**config.mk**
```make
export PLATFORM = sky130hd
export DESIGN_NAME = mux_scan_seq
export DESIGN_NICKNAME = d
export VERILOG_FILES = /design/src/rtl/mux_scan_seq.sv
export SDC_FILE = /design/constraint.sdc
export NUM_CORES = 1
export LEC_CHECK = 0
export BUFFER_PORTS_ARGS = -buffer_cell sky130_fd_sc_hd__buf_2
export CORE_UTILIZATION = 48
export CTS_CLUSTER_SIZE = 16
export DETAILED_ROUTE_END_ITERATION = 7
export PLACE_DENSITY = 0.74
export SYNTH_ARGS = -nofsm -noshare
export SYNTH_HDL_FRONTEND = slang
export SYNTH_SLANG_ARGS = --single-unit
```
**constraint.sdc**
```tcl
create_clock -name CP -period 1.7 [get_ports CP]
set_input_delay 0.34 -clock CP [delete_from_list [all_inputs] [get_ports CP]]
set_output_delay 0.34 -clock CP [all_outputs]
set_load 0.01 [all_outputs]
```
**src/rtl/mux_scan_seq.sv**
```systemverilog
// mux_scan_seq: walks a programmable channel range on an upstream 8:1
// selector, dwells DWELL cycles per channel, samples the selector output
// back into Q[channel] and pulses done when the frame completes.
module mux_scan_seq #(
    parameter int unsigned DWELL = 4
) (
    input  logic       CP,
    input  logic       CR,
    input  logic       start,
    input  logic       abort,
    input  logic       dir,
    input  logic [2:0] first,
    input  logic [2:0] last,
    input  logic       Y,
    output logic [2:0] sel,
    output logic       n_EN,
    output logic       busy,
    output logic       ch_valid,
    output logic       done,
    output logic [7:0] Q
);

    localparam logic [0:0] S_IDLE = 1'b0;
    localparam logic [0:0] S_SCAN = 1'b1;

    // Counter value at which the current channel is sampled.
    localparam logic [7:0] DWELL_LAST = 8'(DWELL - 1);

    logic [0:0] state;
    logic [7:0] cnt;
    logic [2:0] last_l;
    logic       dir_l;
    logic       sample;
    logic       at_last;

    assign sample  = (cnt == DWELL_LAST);
    assign at_last = (sel == last_l);

    // Frame latch: range and direction are frozen when a frame is accepted.
    always_ff @(posedge CP) begin
        if (state == S_IDLE && start && !CR) begin
            last_l <= last;
            dir_l  <= dir;
        end
    end

    // Scan state machine, dwell counter, selector drive and capture word.
    always_ff @(posedge CP) begin
        if (CR) begin
            state    <= S_IDLE;
            sel      <= 3'd0;
            n_EN     <= 1'b1;
            busy     <= 1'b0;
            ch_valid <= 1'b0;
            done     <= 1'b0;
            Q        <= 8'h00;
            cnt      <= 8'd0;
        end else begin
            ch_valid <= 1'b0;
            done     <= 1'b0;
            case (state)
                S_IDLE: begin
                    n_EN <= 1'b1;
                    busy <= 1'b0;
                    if (start) begin
                        sel   <= first;
                        n_EN  <= 1'b0;
                        busy  <= 1'b1;
                        Q     <= 8'h00;
                        cnt   <= 8'd0;
                        state <= S_SCAN;
                    end
                end
                default: begin
                    if (sample) begin
                        // A sample edge always records the bit, even when aborting.
                        Q[sel]   <= Y;
                        ch_valid <= 1'b1;
                        cnt      <= 8'd0;
                        if (at_last || abort) begin
                            state <= S_IDLE;
                            busy  <= 1'b0;
                            n_EN  <= 1'b1;
                            done  <= at_last && !abort;
                        end else if (dir_l) begin
                            sel <= sel - 3'd1;
                        end else begin
                            sel <= sel + 3'd1;
                        end
                    end else if (abort) begin
                        state <= S_IDLE;
                        busy  <= 1'b0;
                        n_EN  <= 1'b1;
                        cnt   <= 8'd0;
                    end else begin
                        cnt <= cnt + 8'd1;
                    end
                end
            endcase
        end
    end

endmodule

```
# ---- Word-level counts from Yosys, hierarchy flattened
# Cells that the tools add are included.
dict set report word_totals {
  regBits 28
  output_inout_bits 15
  elab_cells 66
}
dict set report classes {
  addsub 3
  order_cmp 2
  n_eq_ne 6
  mux 29
  bitwise 3
  reduce_logical 13
}
# op n
set ops {}
lappend ops {{two-way mux 8 bit} 6}
lappend ops {{two-way mux 1 bit} 16}
lappend ops {{two-way mux 3 bit} 5}
lappend ops {{adder 8 x 1 -> 8 bit (second input constant)} 1}
lappend ops {{bitwise mux 8 bit} 1}
lappend ops {{equality test 8 x 2 -> 1 bit (second input constant)} 1}
lappend ops {{inequality test 3 x 2 -> 1 bit (second input constant)} 2}
lappend ops {{logical AND 1 bit} 4}
lappend ops {{less-than comparator 3 x 4 -> 1 bit (second input constant)} 1}
lappend ops {{AND reduction 2 bit} 2}
lappend ops {{OR reduction 4 bit} 1}
lappend ops {{adder 3 x 1 -> 3 bit (second input constant)} 1}
lappend ops {{demux 1 bit (select 3 bit)} 1}
lappend ops {{equality test 3 bit} 1}
lappend ops {{greater-or-equal comparator 3 x 1 -> 1 bit (second input constant)} 1}
lappend ops {{NOT 1 bit} 3}
lappend ops {{AND reduction 3 bit} 1}
lappend ops {{subtractor 3 x 1 -> 3 bit (second input constant)} 1}
lappend ops {{logical NOT 1 bit} 2}
lappend ops {{inequality test 2 x 1 -> 1 bit (second input constant)} 1}
lappend ops {{inequality test 2 bit (second input constant)} 1}
lappend ops {{nonzero test 2 bit} 1}
lappend ops {{OR reduction 2 bit} 1}
lappend ops {{logical OR 1 bit} 1}

# ---- Depth between registers and ports, before layout
# Gate-level depths: netlist of run 1.
dict set report logic_depth {
  word_depth 7
  ltp_mapped 7
  ltp_nobuf 6
}

# ---- Least setup slack after synthesis of run 1
# Ideal clock, no wire load.
dict set report synth_timing {
  path_type {flip-flop to flip-flop}
  from {reg sel[1]}
  to {reg sel[2]}
  arrival_ns 1.675
  setup_slack_ns -0.065
  path_stages_with_launch 8
  synth_period_minus_slack_ns 1.765
  path_cell_list {dfxtp_1 > clkbuf_1 > inv_1 > fa_1 > xor2_1 > xnor2_1 > mux2i_1 > a311oi_1}
}
dict set report synth_via {
  elab_chain_cells 5
  elab_cells_between_ends 10
  cone_classes {add/sub (2); eq/ne (2); mux (4); reduce/logical (2)}
}
# item line_no
set synth_lines {}
lappend synth_lines {{start, declared} 15} ;# output logic [2:0] sel,
lappend synth_lines {{start signal, assigned} 66} ;# sel <= first;
lappend synth_lines {{start signal, assigned} 86} ;# sel <= sel - 3'd1;
lappend synth_lines {{start signal, assigned} 88} ;# sel <= sel + 3'd1;
lappend synth_lines {{adder 3 x 1 -> 3 bit or subtractor 3 x 1 -> 3 bit (tied branches)} {88, 86}}
lappend synth_lines {{two-way mux 3 bit} 85} ;# end else if (dir_l) begin
lappend synth_lines {{two-way mux 3 bit} 80} ;# if (at_last || abort) begin
lappend synth_lines {{two-way mux 3 bit} 75} ;# if (sample) begin
lappend synth_lines {{two-way mux 3 bit} 61} ;# case (state)
# Parallel ways exist; a longest one is shown, timed or not. The select of a mux whose other input is x is not followed.
# A chain may end at the register's enable or synchronous reset.

# ---- Worst setup path after layout of run 1
dict set report layout_timing {
  from {reg cnt[1]}
  to {reg sel[1]}
}
dict set report layout_via {
  elab_chain_cells 3
}
# item line_no
set layout_lines {}
lappend layout_lines {{start, declared} 30} ;# logic [7:0] cnt;
lappend layout_lines {{start signal, assigned} 96} ;# cnt <= cnt + 8'd1;
lappend layout_lines {{equality test 8 x 2 -> 1 bit} 36} ;# assign sample = (cnt == DWELL_LAST);
lappend layout_lines {{inequality test 2 x 1 -> 1 bit (no source line)} -}
lappend layout_lines {{AND reduction 3 bit (no source line)} -}
# Every way passes these cells.

==> qor.txt, run 1 <==
Status - finished with violations
Violated checks - negative setup slack
Via count - 1209
Max cap viols - 0
Main synth FF type - dfxtp_1
Dominant cells by area after synthesis - dfxtp_1 37%, edfxtp_1 9.1%, o211ai_1 4.0%, xnor2_1 4.0%, o31ai_1 3.4%
Post-synth top area cell - dfxtp_1
Cell Area, Synth - 1320 um^2
Proportion of layout cells with a drive suffix above 1 - 30.5%
First-pass GRT wire length - 4800 um
ANT nets after route - 0
Commonest cells post-synth - 24 x dfxtp_1, 10 x nor2_1, 8 x nand2_1
Post-route minimum period - 1700 ps
Initial Utilization - 51.7%
Post-synth EDFFs - 4
DR pass1 iterations - 4
Routed len/inst - 15.5 um
Clock Skews - 3.20 ps
Hold Path Class - in -> reg
Top Metal Used - met4
Critical Path RT - 1940 ps
Pint - 0.837 mW
CP Capture Type - register
Clock share of power - 25.1%
Area Growth Syn to Fin - 24.5%
Mux share of post-synthesis cell area - 1.52%
Hpwl dp - 2370 um
FP Rows - 18
Final Hold Vio Count - 0
WL met3 - 164 um
GRT Util Overall - 23.4%
CTS Root Cell - clkbuf_4
Adder-cell area share of the yosys netlist - 3.42%
Post-synth ARST share - 0%
Final nets - 190
Pwr per Cell Area - 697 nW/um^2
CP arrival - 1950 ps
Top-count cell post-synth - dfxtp_1
Clock transition at the registers of the reported paths - 140 ps
Max Freq - 588 MHz
Peak VDD IR - 0.000648 V
Vias in the first global route - 1088
Final setup vio count - 1
DRT Wirelength - 3160 um
Final cell count without fillers - 204
Final period util - 100%
Synth Area in Simple Gates - 18.9%
Synth Warn # - 0
Routed wl met2 - 1600 um
Largest family of logic cells by synthesized area - compound AO/OA/AOI/OAI gates
Slew Viols, Final - 0
Synth Area in XOR/XNOR - 6.65%
Global route overflow - 0
TritonCTS Sinks - 28
Clock Path Buffers - 2
Sum Neg Setup Slack - -1.44 ps
Clock buffer count from CTS - 3
Die height - 54.4 um
Largest net degree at the start of global routing - 17
Antenna violations before repair - 0
Leak Pwr - 0.643 nW
Startpoint types - register
Syn_area_per_cell - 9.68 um^2
IO Port Bufs - 26
Drc violations - 0
Io pins - 27
Gate power share - 13.6%
Critical path class - reg -> reg
Later-pin clock latency in the skew report - 340 ps
Synth Area in Compound Gates - 20.2%
Fin Hold WS - 159 ps
CORE AREA - 2540 um^2
Worst-margin pin slew - 375 ps
TritonCTS clock tree - yes
Die width - 54.4 um
Routability cong. - 0.894
Dpl cells - 199
Vias per Instance - 5.93
Initial DRC Count - 32
Sequential Power Share - 61.3%
#FFs+latches synth - 28
Register area share after synthesis - 45.6%
Synth Net Count - 151
Max FO, Critical Path - 4
CTS HTree Levels - 1
Register-to-register setup slack - -1 ps
Slew Limit Headroom - 75.0%
Antenna cells - 0
Net Sw Power - 0.305 mW
Post-synth cell types - 39
Die Area - 2960 um^2
Sw frac - 26.7%
Unrepaired setup endpoints after global routing - yes
Worst setup margin - -1.44 ps
Post-Route M1 WL - 1300 um
Share of the synthesized area in the top cell type - 36.5%
Post-synthesis cell count - 136
-- power groups by stage --
stage | registers (mW) | clock network, mW | logic [mW]
final | 0.700 | 0.287 | 0.155
after global routing | 0.702 | 0.314 | 0.170
after CTS | 0.699 | 0.296 | 0.151
after detailed placement | 0.714 | 0 | 0.150
after global placement | 0.712 | 0 | 0.142
after floorplan | 0.715 | 0 | 0.0887
-- metal layers --
layer	GRT usage [%]	vias up
met3	4.17	11
li1	-	583
met1	28.0	569
met5	0	-
met2	39.6	46
met4	12.4	0
-- worst max-delay path, cell delays in order (launching register included) --
cell and delay (ps):
dfxtp_2 380, ha_4 150, or4b_4 480, nor3_4 260, buf_6 140, a2111o_1 130
o31ai_1 60
-- cell type report --
class | instances | area, um^2
Timing Repair Buffer | 41 | 246
Inverter | 6 | 22.5
Fill cell | 205 | 906
Sequential cell | 28 | 603
Multi-Input combinational cell | 95 | 703
Clock inverter | 1 | 3.75
Clock buffer | 3 | 22.5
Tap cell | 30 | 37.5
-- cells in the final DEF, fill, tap and decap left out, drive strengths merged, types with 2 or more instances in the layout --
cell    instances
nand2b          6
nor2b           2
nand2           8
nand3           3
buf            41
ha              2
o211ai          7
dfxtp          24
o41ai           3
o21ai           4
clkbuf          3
nand4           3
xnor2           6
edfxtp          4
o311ai          2
mux2i           2
nor3            5
o31ai           6
inv             6
xor2            4
a21oi           5
nor2           10
-- state kept, by name, summed over array words and instances, names as in the netlist, 3 cells and up --
signal	count
last_l	3
sel	3
cnt	8
Q	8
-- timing repair --
action / 4_1_cts / 5_1_grt
hold buffers: 0 / 0
pin swaps: 1 / 6
setup endpoints to repair: 6 / 14
gates resized for setup: 3 / 6
setup buffers: 1 / 0
-- logic make-up after synthesis --
group	after synthesis
and+or+nand+nor	44
AOI/OAI and AO/OA	36
buffers and inverters	13
muxes	2
xor gates and xnor gates	10
adders and majority gates	3
DFF	28
-- path summary, 6_finish.rpt --
kind / cells after the start / end / startpoint
max reg2reg: 6 / sel[1] / cnt[1]
min: 1 / dir_l / dir
min reg2reg: 2 / Q[6] / Q[6]
max: 6 / sel[1] / cnt[1]
-- stage by stage --
step	util, %	worst slack [ps]	power [mW]	instance area (um^2)
after global placement	61.4	72.5	0.855	1560
after detailed placement	61.4	-43.4	0.864	1560
after CTS	63.2	1.55	1.15	1610
after global routing	64.4	-70.9	1.19	1640
final	64.4	-1.44	1.14	1640
after floorplan	-	5.00	0.804	1320
Power figures use the tool's default switching activity.
==> run 2: changes to the inputs <==
--- a/config.mk
+++ b/config.mk
@@ -6,10 +6,10 @@
 export NUM_CORES = 1
 export LEC_CHECK = 0
 export BUFFER_PORTS_ARGS = -buffer_cell sky130_fd_sc_hd__buf_2
-export CORE_UTILIZATION = 48
+export CORE_UTILIZATION = 57
 export CTS_CLUSTER_SIZE = 16
 export DETAILED_ROUTE_END_ITERATION = 7
-export PLACE_DENSITY = 0.74
+export PLACE_DENSITY = 0.82
 export SYNTH_ARGS = -nofsm -noshare
 export SYNTH_HDL_FRONTEND = slang
 export SYNTH_SLANG_ARGS = --single-unit
==> constraint.sdc (replaced) <==
create_clock -name CP -period 2 [get_ports CP]
set_input_delay 0.4 -clock CP [delete_from_list [all_inputs] [get_ports CP]]
set_output_delay 0.4 -clock CP [all_outputs]
set_load 0.01 [all_outputs]
==> run 2 against run 1 <==
Net effect:
- the flow now finishes without violations
- hold slack improved by 77 ps
- via count decreased by 4.6%
- core utilization increased by 6.5 points
==> qor.txt, run 2 (synthesized netlist as in run 1, its figures left out) <==
FP Rows - 17 (was 18)
Top Registers - Q: 8 flops, cnt: 8 flops (unchanged)
First-pass GRT wire length - 4670 um (was 4800 um)
Peak VDD IR - 0.000450 V (was 0.000648 V)
Antenna violations before repair - 0 (unchanged)
Multi-input logic area - 676 um^2 (was 703 um^2)
Final period util - 94.2% (was 100%)
Startpoint types - register (unchanged)
GRT Util Overall - 24.4% (was 23.4%)
Max incr delay on CP - 490 ps (was 480 ps)
Routability cong. - 0.867 (was 0.894)
Hpwl dp - 2020 um (was 2370 um)
IO Port Bufs - 26 (unchanged)
Final setup vio count - 0 (was 1)
CTS Hold Bufs - 0 (unchanged)
Hold Path Class - in -> reg (unchanged)
Global route overflow - 0 (unchanged)
Slew Limit Headroom - 65.9% (was 75.0%)
Max cap viols - 0 (unchanged)
Die width - 50.1 um (was 54.4 um)
Initial DRC Count - 37 (was 32)
DR pass1 iterations - 5 (was 4)
Pwr per Cell Area - 633 nW/um^2 (was 697 nW/um^2)
Final nets - 182 (was 190)
CTS Root Cell - clkbuf_4 (unchanged)
Routed len/inst - 14.8 um (was 15.5 um)
Clock Skews - 8.53 ps (was 3.20 ps)
Clock Path Buffers - 2 (unchanged)
Max Freq - 531 MHz (was 588 MHz)
Clock transition at the registers of the reported paths - 150 ps (was 140 ps)
Die height - 50.1 um (was 54.4 um)
TritonCTS Sinks - 28 (unchanged)
FF+latch area - 602 um^2 (was 603 um^2)
Post-route minimum period - 1880 ps (was 1700 ps)
Final Hold Vio Count - 0 (unchanged)
Worst-margin pin slew - 509 ps (was 375 ps)
Status - finished, final reports clean (was finished with violations)
Die Area - 2510 um^2 (was 2960 um^2)
Leak Pwr - 0.601 nW (was 0.643 nW)
Vias in the first global route - 1073 (was 1088)
TritonCTS clock tree - yes (unchanged)
Clock buffer count from CTS - 3 (unchanged)
ANT nets after route - 0 (unchanged)
Most frequent cells in the layout - 26 x buf_2, 23 x dfxtp_1, 10 x nor2_1, 8 x nand2_1 (was 26 x buf_2, 22 x dfxtp_1, 14 x buf_4, 10 x nor2_1, 8 x nand2_1)
Hold Path Stages - 1 (unchanged)
CTS HTree Levels - 1 (unchanged)
Drc violations - 0 (unchanged)
Leading cell type in the layout, fill and taps excluded - buf_2 (unchanged)
Final Util - 70.9% (was 64.4%)
Later-pin clock latency in the skew report - 320 ps (was 340 ps)
Proportion of layout cells with a drive suffix above 1 - 25.3% (was 30.5%)
Vias per Instance - 5.94 (was 5.93)
Total power - 0.984 mW (was 1.14 mW)
CORE AREA - 2190 um^2 (was 2540 um^2)
DRT Wirelength - 2860 um (was 3160 um)
CP arrival - 2120 ps (was 1950 ps)
Worst reg2reg path depth - 5 (was 6)
Area Growth Syn to Fin - 18.1% (was 24.5%)
Worst-path cell chain - ha_1, or4b_4, nor3_4, a221oi_1, a311oi_1 (was ha_4, or4b_4, nor3_4, buf_6, a2111o_1, o31ai_1)
Critical Path RT - 2240 ps (was 1940 ps)
Via count - 1153 (was 1209)
Io pins - 27 (unchanged)
Worst slack, placed - 121 ps (was -43.4 ps)
Slowest CP cell - or4b_4 (unchanged)
CP Capture Type - register (unchanged)
Slew Viols, Final - 0 (unchanged)
Fill count - 175 (was 205)
Critical path class - reg -> reg (unchanged)
Max FO, Critical Path - 5 (was 4)
Largest net degree at the start of global routing - 17 (unchanged)
Worst setup margin - 117 ps (was -1.44 ps)
Antenna cells - 0 (unchanged)
Initial Utilization - 60.1% (was 51.7%)
[run 2: worst paths after layout]
kind	start	endpoint	slack (ps)
worst min register to register	busy	busy	500
worst max-delay path	cnt[1]	sel[2]	120
worst min-delay path	dir	dir_l	240
worst max register to register	cnt[1]	sel[2]	120
[run 2: final cells by class]
type                       instances  area share [%]
tap                               28            2.25
timing repair buffer              33            11.8
clock buffer                       4            2.33
sequential                        28            38.7
inverter                           6            1.45
multi-input combinational         95            43.5
[run 2: routing by layer]
layer  up-vias  track usage, %  wire length, um
li1        562               -                -
met2        51            40.9             1400
met4         0            9.52               22
met5         -               0                0
met1       536            30.7             1260
met3         4            4.01              181
[run 2: report_power, final]
group | internal, mW | switching, mW
combinational | 0.0468 | 0.0692
clock | 0.111 | 0.160
sequential | 0.584 | 0.0127
total | 0.742 | 0.242
[run 2: timing repair]
action                     CTS  global route
setup endpoints to repair    0             9
hold endpoints to repair     0             0
resized for setup            0             2
buffers inserted             0             2
[run 2: worst max-delay path: cells and delay by family, from the launching register on]
kind                       cells  cell delay, ps
DFF                            1             390
AOI/OAI and AO/OA              2             430
and+or+nand+nor                2             780
adders and majority gates      1             200
[run 2: stage by stage]
stage | cells | hold slack (ps) | area (um^2) | setup TNS, ps
final | 194 | 236 | 1550 | 0
after global routing | 194 | 217 | 1550 | -12.8
after CTS | 192 | 234 | 1530 | 0
after detailed placement | 188 | 475 | 1490 | 0
after global placement | 188 | 457 | 1490 | 0
after floorplan | 136 | 493 | 1320 | 0
